--- config.mk ---
export PLATFORM = sky130hd
export DESIGN_NAME = inv_shift_rows_stream_flat
export DESIGN_NICKNAME = d
export VERILOG_FILES = /design/src/rtl/inv_shift_rows_stream_if.sv /design/src/rtl/inv_shift_rows_stream.sv /design/src/flat_wrapper.sv
export SDC_FILE = /design/constraint.sdc
export NUM_CORES = 1
export LEC_CHECK = 0
export ABC_CLOCK_PERIOD_IN_PS = 7490
export CAP_MARGIN = 20
export CELL_PAD_IN_SITES_DETAIL_PLACEMENT = 0
export CELL_PAD_IN_SITES_GLOBAL_PLACEMENT = 2
export CORE_MARGIN = 2
export CORE_UTILIZATION = 43
export DETAILED_ROUTE_END_ITERATION = 12
export HOLD_SLACK_MARGIN = 0.12
export PLACE_DENSITY_LB_ADDON = 0.1
export SYNTH_ARGS = -nofsm -noshare
export SYNTH_HDL_FRONTEND = slang
export SYNTH_SLANG_ARGS = --single-unit
--- constraint.sdc ---
create_clock -name clk -period 7.49 [get_ports clk]
set_clock_uncertainty 0.1 [all_clocks]
set_input_delay 1.498 -clock clk [delete_from_list [all_inputs] [get_ports clk]]
set_output_delay 1.498 -clock clk [all_outputs]
set_load 0.1 [all_outputs]
--- src/rtl/inv_shift_rows_stream_if.sv ---
// Byte-in / state-out stream bundle for the (Inv)ShiftRows loader.
// slave is the block's view, master is the environment's view; fwd exists only with SR_FWD_SEL_EN.
interface inv_shift_rows_stream_if;
  logic         in_valid;
  logic         in_ready;
  logic [7:0]   in_data;
  logic         in_last;
  logic         out_valid;
  logic         out_ready;
  logic [127:0] out_data;
  logic         frame_err;
`ifdef SR_FWD_SEL_EN
  logic         fwd;

  modport slave (
    input  in_valid, in_data, in_last, out_ready, fwd,
    output in_ready, out_valid, out_data, frame_err
  );
  modport master (
    output in_valid, in_data, in_last, out_ready, fwd,
    input  in_ready, out_valid, out_data, frame_err
  );
`else
  modport slave (
    input  in_valid, in_data, in_last, out_ready,
    output in_ready, out_valid, out_data, frame_err
  );
  modport master (
    output in_valid, in_data, in_last, out_ready,
    input  in_ready, out_valid, out_data, frame_err
  );
`endif
endinterface

--- src/rtl/inv_shift_rows_stream.sv ---
// Byte-serial AES InvShiftRows: scatters 16 column-major bytes into place; result valid 1 cycle after byte 15.
// Backpressure: holding register frees the fill buffer; in_ready drops only when both are full. SR_FWD_SEL_EN adds fwd.
module inv_shift_rows_stream (
  input  logic clk,
  input  logic rst_n,
  inv_shift_rows_stream_if.slave bus
);

  typedef enum logic {FILL = 1'b0, FULL = 1'b1} state_t;

  state_t           state_q, state_d;
  logic [3:0]       cnt_q, cnt_d;
  logic [0:15][7:0] fill_q, fill_d, fill_cur;
  logic [127:0]     out_data_q, out_data_d;
  logic             out_valid_q, out_valid_d;
  logic             frame_err_q, frame_err_d;
  logic             in_xfer, out_xfer;
  logic [1:0]       row, col, dst_col;
  logic [3:0]       dst;

  assign row = cnt_q[1:0];
  assign col = cnt_q[3:2];

`ifdef SR_FWD_SEL_EN
  logic fwd_q, fwd_d, fwd_sel;
  // Direction is latched on byte 0 and applies to the whole block.
  assign fwd_sel = (cnt_q == 4'd0) ? bus.fwd : fwd_q;
  assign dst_col = fwd_sel ? (col - row) : (col + row);
`else
  assign dst_col = col + row;
`endif

  assign dst = {dst_col, row};

  assign in_xfer  = bus.in_valid & (state_q == FILL);
  assign out_xfer = out_valid_q & bus.out_ready;

  assign bus.in_ready  = (state_q == FILL);
  assign bus.out_valid = out_valid_q;
  assign bus.out_data  = out_data_q;
  assign bus.frame_err = frame_err_q;

  always_comb begin
    fill_cur      = fill_q;
    fill_cur[dst] = bus.in_data;
  end

  always_comb begin
    state_d     = state_q;
    cnt_d       = cnt_q;
    fill_d      = fill_q;
    out_data_d  = out_data_q;
    out_valid_d = out_valid_q;
    frame_err_d = 1'b0;
`ifdef SR_FWD_SEL_EN
    fwd_d       = fwd_q;
`endif
    if (out_xfer) begin
      out_valid_d = 1'b0;
    end

    case (state_q)
      FILL: begin
        if (in_xfer) begin
`ifdef SR_FWD_SEL_EN
          fwd_d = fwd_sel;
`endif
          if (bus.in_last && (cnt_q != 4'd15)) begin
            frame_err_d = 1'b1;
            cnt_d       = 4'd0;
          end else begin
            fill_d = fill_cur;
            cnt_d  = cnt_q + 4'd1;
            if (cnt_q == 4'd15) begin
              frame_err_d = ~bus.in_last;
              // Draining in the same cycle frees the holding register, so no bubble.
              if (!out_valid_q || out_xfer) begin
                out_data_d  = fill_cur;
                out_valid_d = 1'b1;
              end else begin
                state_d = FULL;
              end
            end
          end
        end
      end
      FULL: begin
        if (out_xfer) begin
          out_data_d  = fill_q;
          out_valid_d = 1'b1;
          state_d     = FILL;
        end
      end
      default: state_d = FILL;
    endcase
  end

  always_ff @(posedge clk or negedge rst_n) begin
    if (!rst_n) begin
      state_q     <= FILL;
      cnt_q       <= 4'd0;
      fill_q      <= '0;
      out_data_q  <= '0;
      out_valid_q <= 1'b0;
      frame_err_q <= 1'b0;
`ifdef SR_FWD_SEL_EN
      fwd_q       <= 1'b0;
`endif
    end else begin
      state_q     <= state_d;
      cnt_q       <= cnt_d;
      fill_q      <= fill_d;
      out_data_q  <= out_data_d;
      out_valid_q <= out_valid_d;
      frame_err_q <= frame_err_d;
`ifdef SR_FWD_SEL_EN
      fwd_q       <= fwd_d;
`endif
    end
  end

endmodule

--- src/flat_wrapper.sv ---
// flat-port wrapper written by rule: the top's interface ports become plain ports
module inv_shift_rows_stream_flat 
  (clk, rst_n, bus_in_valid, bus_in_data, bus_in_last, bus_out_ready, bus_in_ready, bus_out_valid, bus_out_data, bus_frame_err);
  inv_shift_rows_stream_if bus_i ();
  input  logic clk;
  input  logic rst_n;
  input wire logic [$bits(bus_i.in_valid)-1:0] bus_in_valid;
  input wire logic [$bits(bus_i.in_data)-1:0] bus_in_data;
  input wire logic [$bits(bus_i.in_last)-1:0] bus_in_last;
  input wire logic [$bits(bus_i.out_ready)-1:0] bus_out_ready;
  output wire logic [$bits(bus_i.in_ready)-1:0] bus_in_ready;
  output wire logic [$bits(bus_i.out_valid)-1:0] bus_out_valid;
  output wire logic [$bits(bus_i.out_data)-1:0] bus_out_data;
  output wire logic [$bits(bus_i.frame_err)-1:0] bus_frame_err;
  assign bus_i.in_valid = bus_in_valid;
  assign bus_i.in_data = bus_in_data;
  assign bus_i.in_last = bus_in_last;
  assign bus_i.out_ready = bus_out_ready;
  assign bus_in_ready = bus_i.in_ready;
  assign bus_out_valid = bus_i.out_valid;
  assign bus_out_data = bus_i.out_data;
  assign bus_frame_err = bus_i.frame_err;
  inv_shift_rows_stream u_core (.clk(clk), .rst_n(rst_n), .bus(bus_i));
endmodule
# After elaboration in Yosys (flattened, before gate mapping)
# Cells that the tools add are included.
[op_classes] n_reduce_logical=7 n_eq_ne=7 muxes=27 bitwise=6 n_lt_le_gt_ge=2 add_sub_neg=2
[op_table] operator="$mux 128" count=5
[op_table] operator="$pmux 128 s2" count=1
[op_table] operator="$bwmux 128" count=1
[op_table] operator="$demux 8 s4" count=1
[op_table] operator="$mux 1" count=15
[op_table] operator="$mux 8" count=1
[op_table] operator="$ne 2x1->1 const B" count=3
[op_table] operator="$ge 5x5->1 const B" count=1
[op_table] operator="$lt 5x1->1 const B" count=1
[op_table] operator="$not 4->5" count=1
[op_table] operator="$reduce_and 5->1" count=1
[op_table] operator="$add 4x1->4 const B" count=1
[op_table] operator="$eq 4x4->1 const B" count=1
[op_table] operator="$mux 4" count=1
[op_table] operator="$ne 2x2->1 const B" count=2
[op_table] operator="$ne 4x4->1 const B" count=1
[op_table] operator="$pmux 1 s2" count=2
[op_table] operator="$not 1->1" count=3
[op_table] operator="$reduce_and 3->1" count=1
[op_table] operator="$add 2x2->2" count=1
[op_table] operator="$and 1x1->1" count=2
[op_table] operator="$logic_and 1x1->1" count=2
[op_table] operator="$reduce_and 2->1" count=1
[op_table] operator="$logic_not 1->1" count=1
[op_table] operator="$logic_or 1x1->1" count=1
[totals] ff_bits=263 out_inout_bits=131 word_cells=72 in_bits=13

# Depth between registers and ports, before layout
[logic_depth] word_depth=12 depth_mapped=9 depth_no_buf=7

# Least setup slack after synthesis
# Ideal clock, no wire load.
[synth_timing] path_type="input-to-reg" start="input bus_in_last" end="register u_core.fill_q[104] (netlist bit)" t_arrival_ps=3045 required_time_ps=7265 setup_time_ps=125 path_buffers=1 path_slack_ps=4220 path_stages=6 path_cell_list="ha_1 -> nor3b_1 -> buf_2 -> nand2_1 -> nor2_4 -> mux2_2"
[synth_between] elab_chain_cells=3
[synth_rtl] element="from (decl)" line="flat_wrapper.sv:9" source="input wire logic [$bits(bus_i.in_last)-1:0] bus_in_last;"
[synth_rtl] element="$logic_and 1x1->1" line="inv_shift_rows_stream.sv:68" source="if (bus.in_last && (cnt_q != 4'd15)) begin"
[synth_rtl] element="$not 1->1 (no line)"
[synth_rtl] element="$reduce_and 3->1 (no line)"
[synth_rtl] element="to (signal assigned)" line="inv_shift_rows_stream.sv:112" source="fill_q <= fill_d;"
[synth_rtl] element="to (decl)" line="inv_shift_rows_stream.sv:13" source="logic [0:15][7:0] fill_q, fill_d, fill_cur;"
# No other way between the ends.
# A chain may end at the register's enable or synchronous reset.

# Final worst setup path
[layout_timing] start="register u_core.state_q" end="output bus_in_ready"
[layout_between] elab_chain_cells=1
[layout_rtl] element="from (decl)" line="inv_shift_rows_stream.sv:11" source="state_t state_q, state_d;"
[layout_rtl] element="from (signal assigned)" line="inv_shift_rows_stream.sv:110" source="state_q <= state_d;"
[layout_rtl] element="$not 1->1 (no line)"
[layout_rtl] element="to (decl)" line="flat_wrapper.sv:11" source="output wire logic [$bits(bus_i.in_ready)-1:0] bus_in_ready;"
# No other way between the ends.

==> flow_summary_export.csv <==
group,metric,value,unit
grt,grt_pass1_wl,41510,um
sta,fin_crit,3.949,ns
hold_path,min_from,"u_core.fill_q[82]$_DFFE_PN0P_",
die,die_w,171.4,um
synth,synth_nets,804,
route,ant_nets,0,
setup_path,end_kind,"primary output",
route,drcViolationCount,0,
power_and_ir_drop,leakage,7.083,nW
synth,synth_seq_cells,263,
route,drtIter0Drc,171,
clocking,post-cts-setup-buffers,0,
sta,rsz0062_at_grt,"false",
synth,syn_avg_cell_area,15.37,sq um
synth,yosysSeqAreaShare,54.62,%
synth,yosysWarningCount,0,
sta,slew_violations,0,
sta,fmax,0.2532,GHz
synth,syn_area,0.01205,sq mm
die,dieArea,0.02938,sq mm
setup_path,max_stage_delay,1.19,ns
placed_design,dpl_cell_area,0.01377,sq mm
sta,max_slew_margin,29.92,%
sta,setup_violations,0,
die,pin_count,144,
route,drtPass1Iterations,4,
setup_path,path_delay_family,"buffers and inverters",
synth,synth_cells,784,
grt,antenna_found_initial,1,
clocking,cts_root_buf,"clkbuf_16",
final_layout,final_common_cell,"mux2_2",
grt,grt_pass1_vias,7370,
placed_design,hpwl,16560,um
clocking,path_clk_slew,0.06,ns
hold_path,min-delay-path-class,"reg2reg",
route,wl_per_cell,19.62,um
clocking,postCtsHoldBufs,0,
sta,setup_tns,0,ns
final_layout,final_nets,933,
setup_path,reg2reg_from,"u_core.cnt_q[1]$_DFFE_PN0P_",
die,die_y,171.4,um
setup_path,slowest_stage,"clkdlybuf4s50_1",
clocking,cts.repair.resized,0,
sta,hold_violations,0,
route,vias_per_cell,5.027,
clocking,cts_buffers,29,
grt,grt-ovfl-total,0,
setup_path,cp_cell_sequence,"inv_1 > clkdlybuf4s50_1",
grt,track_usage,18.21,%
final_layout,fin_area,0.01477,sq mm
route,routed_wl,25760,um
clocking,cts_buffer_depth,3,
power_and_ir_drop,p_per_area,215.7,mW/mm^2
die,rows,61,
power_and_ir_drop,vdd_ir_drop_max,148.4,uV
synth,ys_types,32,
final_layout,fillCellCount,2273,
clocking,cts_tree,"done",
setup_path,cp_max_fo,7,
placed_design,gp_congestion,0.7328,
run,drv_cap,0,
die,core_area,0.02771,sq mm
final_layout,final_cell_mix,"mux2_2 (288), dfrtp_1 (263), clkdlybuf4s50_1 (142)",
setup_path,critPathArrivalTime,2.35,ns
setup_path,path_class,"reg2out",
route,vias,6601,
run_status,status,"complete, no violations",
clocking,htreeDepth,1,
placed_design,portBuffers,143,
clocking,cts.sinks,263,
clocking,clkLatencyLatePin,0.53,ns
final_layout,area.growth.synth_to_final,22.62,%
final_layout,drive_gt1_share,46.79,%
die,start_util,43.49,%
setup_path,worstPathRequired,5.89,ns
grt,grt_max_degree,156,
setup_path,cp-start-kind,"register",
setup_path,worstPathBufferInverterCount,2,
setup_path,critPathLaunch,"u_core.state_q$_DFF_PN0_",
sta,worst_slew_pin_slew,1.048,ns
sta,fin_crit_sh,52.73,%
layer usage:
layer	wire length [um]	track usage, %
met2	12820	31.36
met3	1033	3.290
met5	0	0
met4	416	4.053
met1	11500	24.05
worst paths after layout:
path | to | slack (ns) | cells after the start
max | bus_in_ready | 3.54 | 2
min | u_core.fill_q[82]$_DFFE_PN0P_ | 0.40 | 1
max reg2reg | u_core.bus.out_data[84]$_DFFE_PN0P_ | 3.78 | 7
min reg2reg | u_core.fill_q[82]$_DFFE_PN0P_ | 0.40 | 1
max in group asynchronous | u_core.fill_q[122]$_DFFE_PN0P_ | 5.00 | 2
min in group asynchronous | u_core.bus.out_data[16]$_DFFE_PN0P_ | 0.86 | 1
sequential cells by signal (all words and copies together), names as in the netlist:
name / cells
u_core.bus.out_data: 128
u_core.state_q: 1
u_core.bus.frame_err: 1
u_core.bus.out_valid: 1
u_core.fill_q: 128
u_core.cnt_q: 4
where the power goes:
group	internal (W)	total [W]	switching [W]	leakage (nW)
registers	0.00144	0.00145	0.0000107	3.59
logic	0.0000542	0.000257	0.000203	3.00
clock network	0.000914	0.00148	0.000566	0.486
total	0.00241	0.00319	0.000779	7.08
kinds of logic (layout without fill, tap and decap cells):
logic type / Yosys count / count (layout) / share of synthesized area (%)
and+or+nand+nor: 57 / 57 / 3.178
other: 0 / 1 / 0
DFF: 263 / 263 / 54.62
buffers and inverters: 60 / 210 / 2.627
adders and majority gates: 7 / 7 / 0.7269
muxes: 384 / 384 / 37.88
AOI/OAI and AO/OA: 11 / 11 / 0.5608
xor gates and xnor gates: 2 / 2 / 0.4049
cell usage after synthesis:
cell type	count	share of area (%)
and2_0	1	0.052
nand3_1	6	0.25
o21a_1	1	0.062
mux2_1	32	3.0
xor3_2	1	0.21
and3_1	8	0.42
nand2b_1	4	0.21
nor3b_1	2	0.12
buf_2	19	0.79
clkbuf_1	28	0.87
nor2_2	7	0.36
xnor3_2	1	0.20
dfrtp_1	263	55
mux2_4	64	8.0
nand3b_1	1	0.062
buf_1	1	0.031
a21boi_0	1	0.062
buf_6	9	0.84
nand3_2	12	1.0
mux2_2	288	27
a41o_1	1	0.083
inv_1	3	0.093
ha_1	7	0.73
nor3_1	2	0.083
a21oi_1	1	0.041
nor2_1	2	0.062
a21o_1	1	0.062
o21ai_0	6	0.25
nor2_4	2	0.19
nand2_1	7	0.22
and2_1	2	0.10
nor2b_1	1	0.052
worst reg2reg max path, stage by stage, from the launching register on:
cell and delay, ns:
dfrtp_1 0.49, ha_1 0.46, nand3_1 0.23, ha_1 0.28
nor3b_1 0.25, o21a_4 0.78, buf_4 0.59, mux2_2 0.42
cell type report:
type                    instances  area, sq um  area share, %
flip-flops and latches        263         6581          44.55
multi-input cells             461         5164          34.95
repair buffers                155         1539          10.42
clock buffers                  41        840.8          5.691
well taps                     378        473.0          3.201
clock inverters                11        162.7          1.101
inverters                       3        11.26        0.07622
diodes                          1        2.502        0.01694
metrics by stage:
step | hold WS (ns) | total power [W] | worst slack, ns | instances | utilization, %
2_1_floorplan | 0.3718 | 0.001639 | 4.220 | 784 | -
3_3_place_gp | 0.3804 | 0.001733 | 3.095 | 1260 | 49.70
3_5_place_dp | 0.3858 | 0.001736 | 3.005 | 1260 | 49.70
4_1_cts | 0.3995 | 0.003231 | 3.526 | 1312 | 53.32
5_1_grt | 0.4127 | 0.003311 | 3.417 | 1312 | 53.32
6_report | 0.3983 | 0.003187 | 3.541 | 1313 | 53.33
No activity file was read; power rests on OpenSTA's default activity.
==> edit (same settings) <==
Take the reset off `out_data_q` and load it in a clocked block of its own.
--- a/src/rtl/inv_shift_rows_stream.sv
+++ b/src/rtl/inv_shift_rows_stream.sv
@@ -101,5 +101,4 @@
       cnt_q       <= 4'd0;
       fill_q      <= '0;
-      out_data_q  <= '0;
       out_valid_q <= 1'b0;
       frame_err_q <= 1'b0;
@@ -111,5 +110,4 @@
       cnt_q       <= cnt_d;
       fill_q      <= fill_d;
-      out_data_q  <= out_data_d;
       out_valid_q <= out_valid_d;
       frame_err_q <= frame_err_d;
@@ -120,4 +118,8 @@
   end
 
+  always_ff @(posedge clk) begin
+    out_data_q <= out_data_d;
+  end
+
 endmodule
 
Function: not settled (the Yosys comparison gave no result); the edit may change what the design does.
==> edit against the unedited design <==
- register-to-register slack improved by 0.13 ns
- setup slack got worse by 0.061 ns
- highest routed layer unchanged
- utilization rose by 1.0 points
- cell area is 7.9% lower
- global-route usage fell by 0.40 points
- wire length is 7.8% lower
- cell count is 14% lower
- sequential cell count did not move
- synthesized cell count fell by 19%
- synthesized area fell by 9.3%
Power is not compared: it rests on default switching activity, and its combinational part moved more than twofold at a synthesized area within 25%.
==> edit: results (changes against the unedited design) <==
** Run status
- The flow ran to the end, and the final reports show no timing, DRC or antenna violations.

** Timing
- The count of pins over their slew limit is 0 (unchanged).
- The normalized max-slew margin is 33.9% (+4.0 points).
- The final hold slack was 0.400 ns (+0.00123 ns).

** Cells and area
- Number of nets in the final layout :: 798 (-14%)
- The antenna diode instance count is 0 (-1).
- Final-layout fill cell count :: 2022 (-11%)
- Finished Core Util :: 54.3% (+1.0 points)
- The proportion of layout cells with a drive suffix above 1 came to 41.9% (-4.9 points).

** Place
- Post-placement worst setup slack :: 3.40 ns (+0.398 ns)
- The post-placement cell count was 1079 (-14%).
- Final HPWL from detailed placement :: 14.3 mm (-14%)
- The area of placed instances came to 12700 sq um (-7.8%).
- The weighted congestion at the end of routability-driven global placement came to 0.750 (+2.4%).

** Synth
- In the post-synthesis netlist, the biggest area contributors are sky130_fd_sc_hd__edfxtp_1, sky130_fd_sc_hd__dfrtp_1, sky130_fd_sc_hd__mux2_2, sky130_fd_sc_hd__nand3_2, sky130_fd_sc_hd__clkbuf_1.
- Prevailing post-synth register cell :: sky130_fd_sc_hd__dfrtp_1
- Fraction of the yosys area taken by sequential cells :: 66.1% (+11 points)
- Net count after synthesis :: 657 (-18%)
- The total number of yosys warnings is 0 (unchanged).
- Cell count after synthesis :: 637 (-19%)
- The share of synthesized registers carrying an async set or reset is 51.3% (-49 points).
- The count of flip-flops with a built-in enable after synthesis is 128 (+128).
- The count of different cell masters after synthesis is 32 (unchanged).
- Sorting the synthesized cells by how often they occur yields sky130_fd_sc_hd__mux2_2, sky130_fd_sc_hd__dfrtp_1, sky130_fd_sc_hd__edfxtp_1.

** Setup path
- Setup slack of the most critical reg-to-reg path :: 3.91 ns (+0.13 ns)
- The maximum fanout encountered on the critical timing path came to 10 (+3).
- Critical Path AT :: 2.41 ns (+0.06 ns)
- Number of cells on the worst reg-to-reg path :: 7 (unchanged)
- CP max stage delay :: 1.15 ns (-0.04 ns)
- Highest-delay cell along the critical path :: sky130_fd_sc_hd__clkdlybuf4s50_1
- The worst register-to-register path ends at u_core.fill_q[88].
- The startpoint identified for the worst register-to-register timing path is u_core.cnt_q[0].

** Power
- Max IR drop VDD :: 0.150 mV

** Hold path
- The worst hold path begins at u_core.fill_q[35].
- Min-Delay Endpoint :: u_core.fill_q[35]
- Worst hold path class :: reg2reg

** Global route
- Global-route usage over all layers :: 17.8% (-0.40 points)
- The global-route wire length before repair was 36.1 mm (-13%).
- Via count of the first global-routing pass :: 6181 (-16%)
- The largest net degree at the start of global routing is 87 (-44%).
- Initial antenna violation count :: 0 (-1)

** Routing
- The via count was 5869 (-11%).
- Post-detailed-routing wire length :: 23.7 mm (-7.8%)
- Average via count per standard cell :: 5.20 (+3.5%)
- DRC violation total after the first TritonRoute iteration :: 277 (+62%)

** CTS
- Clock Path Buffers :: 3 (unchanged)
- The tree is rooted in a sky130_fd_sc_hd__clkbuf_16.
- The number of gates resized after cts is 0 (unchanged).
- The CTS buffer count came to 27 (-6.9%).
- Count of H-tree levels built during CTS :: 1 (unchanged)
- The clock transition at the register clock pins on the worst setup and hold paths after CTS came to 0.06 ns (about the same).
==> edit: power breakdown <==
group	switching (mW)	internal, mW	total (mW)
clock network	0.544	0.829	1.37
registers	0.126	1.84	1.97
logic	0.289	0.420	0.709
==> edit: cells by family (layout without fill, tap and decap cells) <==
logic type	Yosys count	count (layout)	synth area share [%]
DFF	263	263	66.1
muxes	257	257	26.5
and+or+nand+nor	52	52	3.80
buffers and inverters	47	208	1.93
AOI/OAI and AO/OA	9	9	0.504
adders and majority gates	7	7	0.801
xor gates and xnor gates	2	2	0.446
==> edit: final cells by class <==
cell class	count	share of cell area [%]
inverter	5	0.138
tap	330	3.04
multi-input combinational	327	25.9
timing repair buffer	154	11.1
clock inverter	14	1.30
sequential	263	53.1
clock buffer	35	5.41
==> edit: worst max-delay path by stage <==
stage,startpoint,to,slack (ns),cells after the start
after floorplan,bus_in_last,u_core.bus.out_data[0],1.73,4
after global placement,bus_in_last,u_core.fill_q[89],3.46,5
after detailed placement,bus_in_last,u_core.fill_q[92],3.40,5
after CTS,u_core.state_q,bus_in_ready,3.43,2
after global routing,u_core.state_q,bus_in_ready,3.41,2
final,u_core.state_q,bus_in_ready,3.48,2
==> edit: layer usage <==
layer  track usage (%)  wire, um
met1              23.9     10500
met5                 0         0
met3              2.89       965
met2              30.5     11900
met4              4.15       393
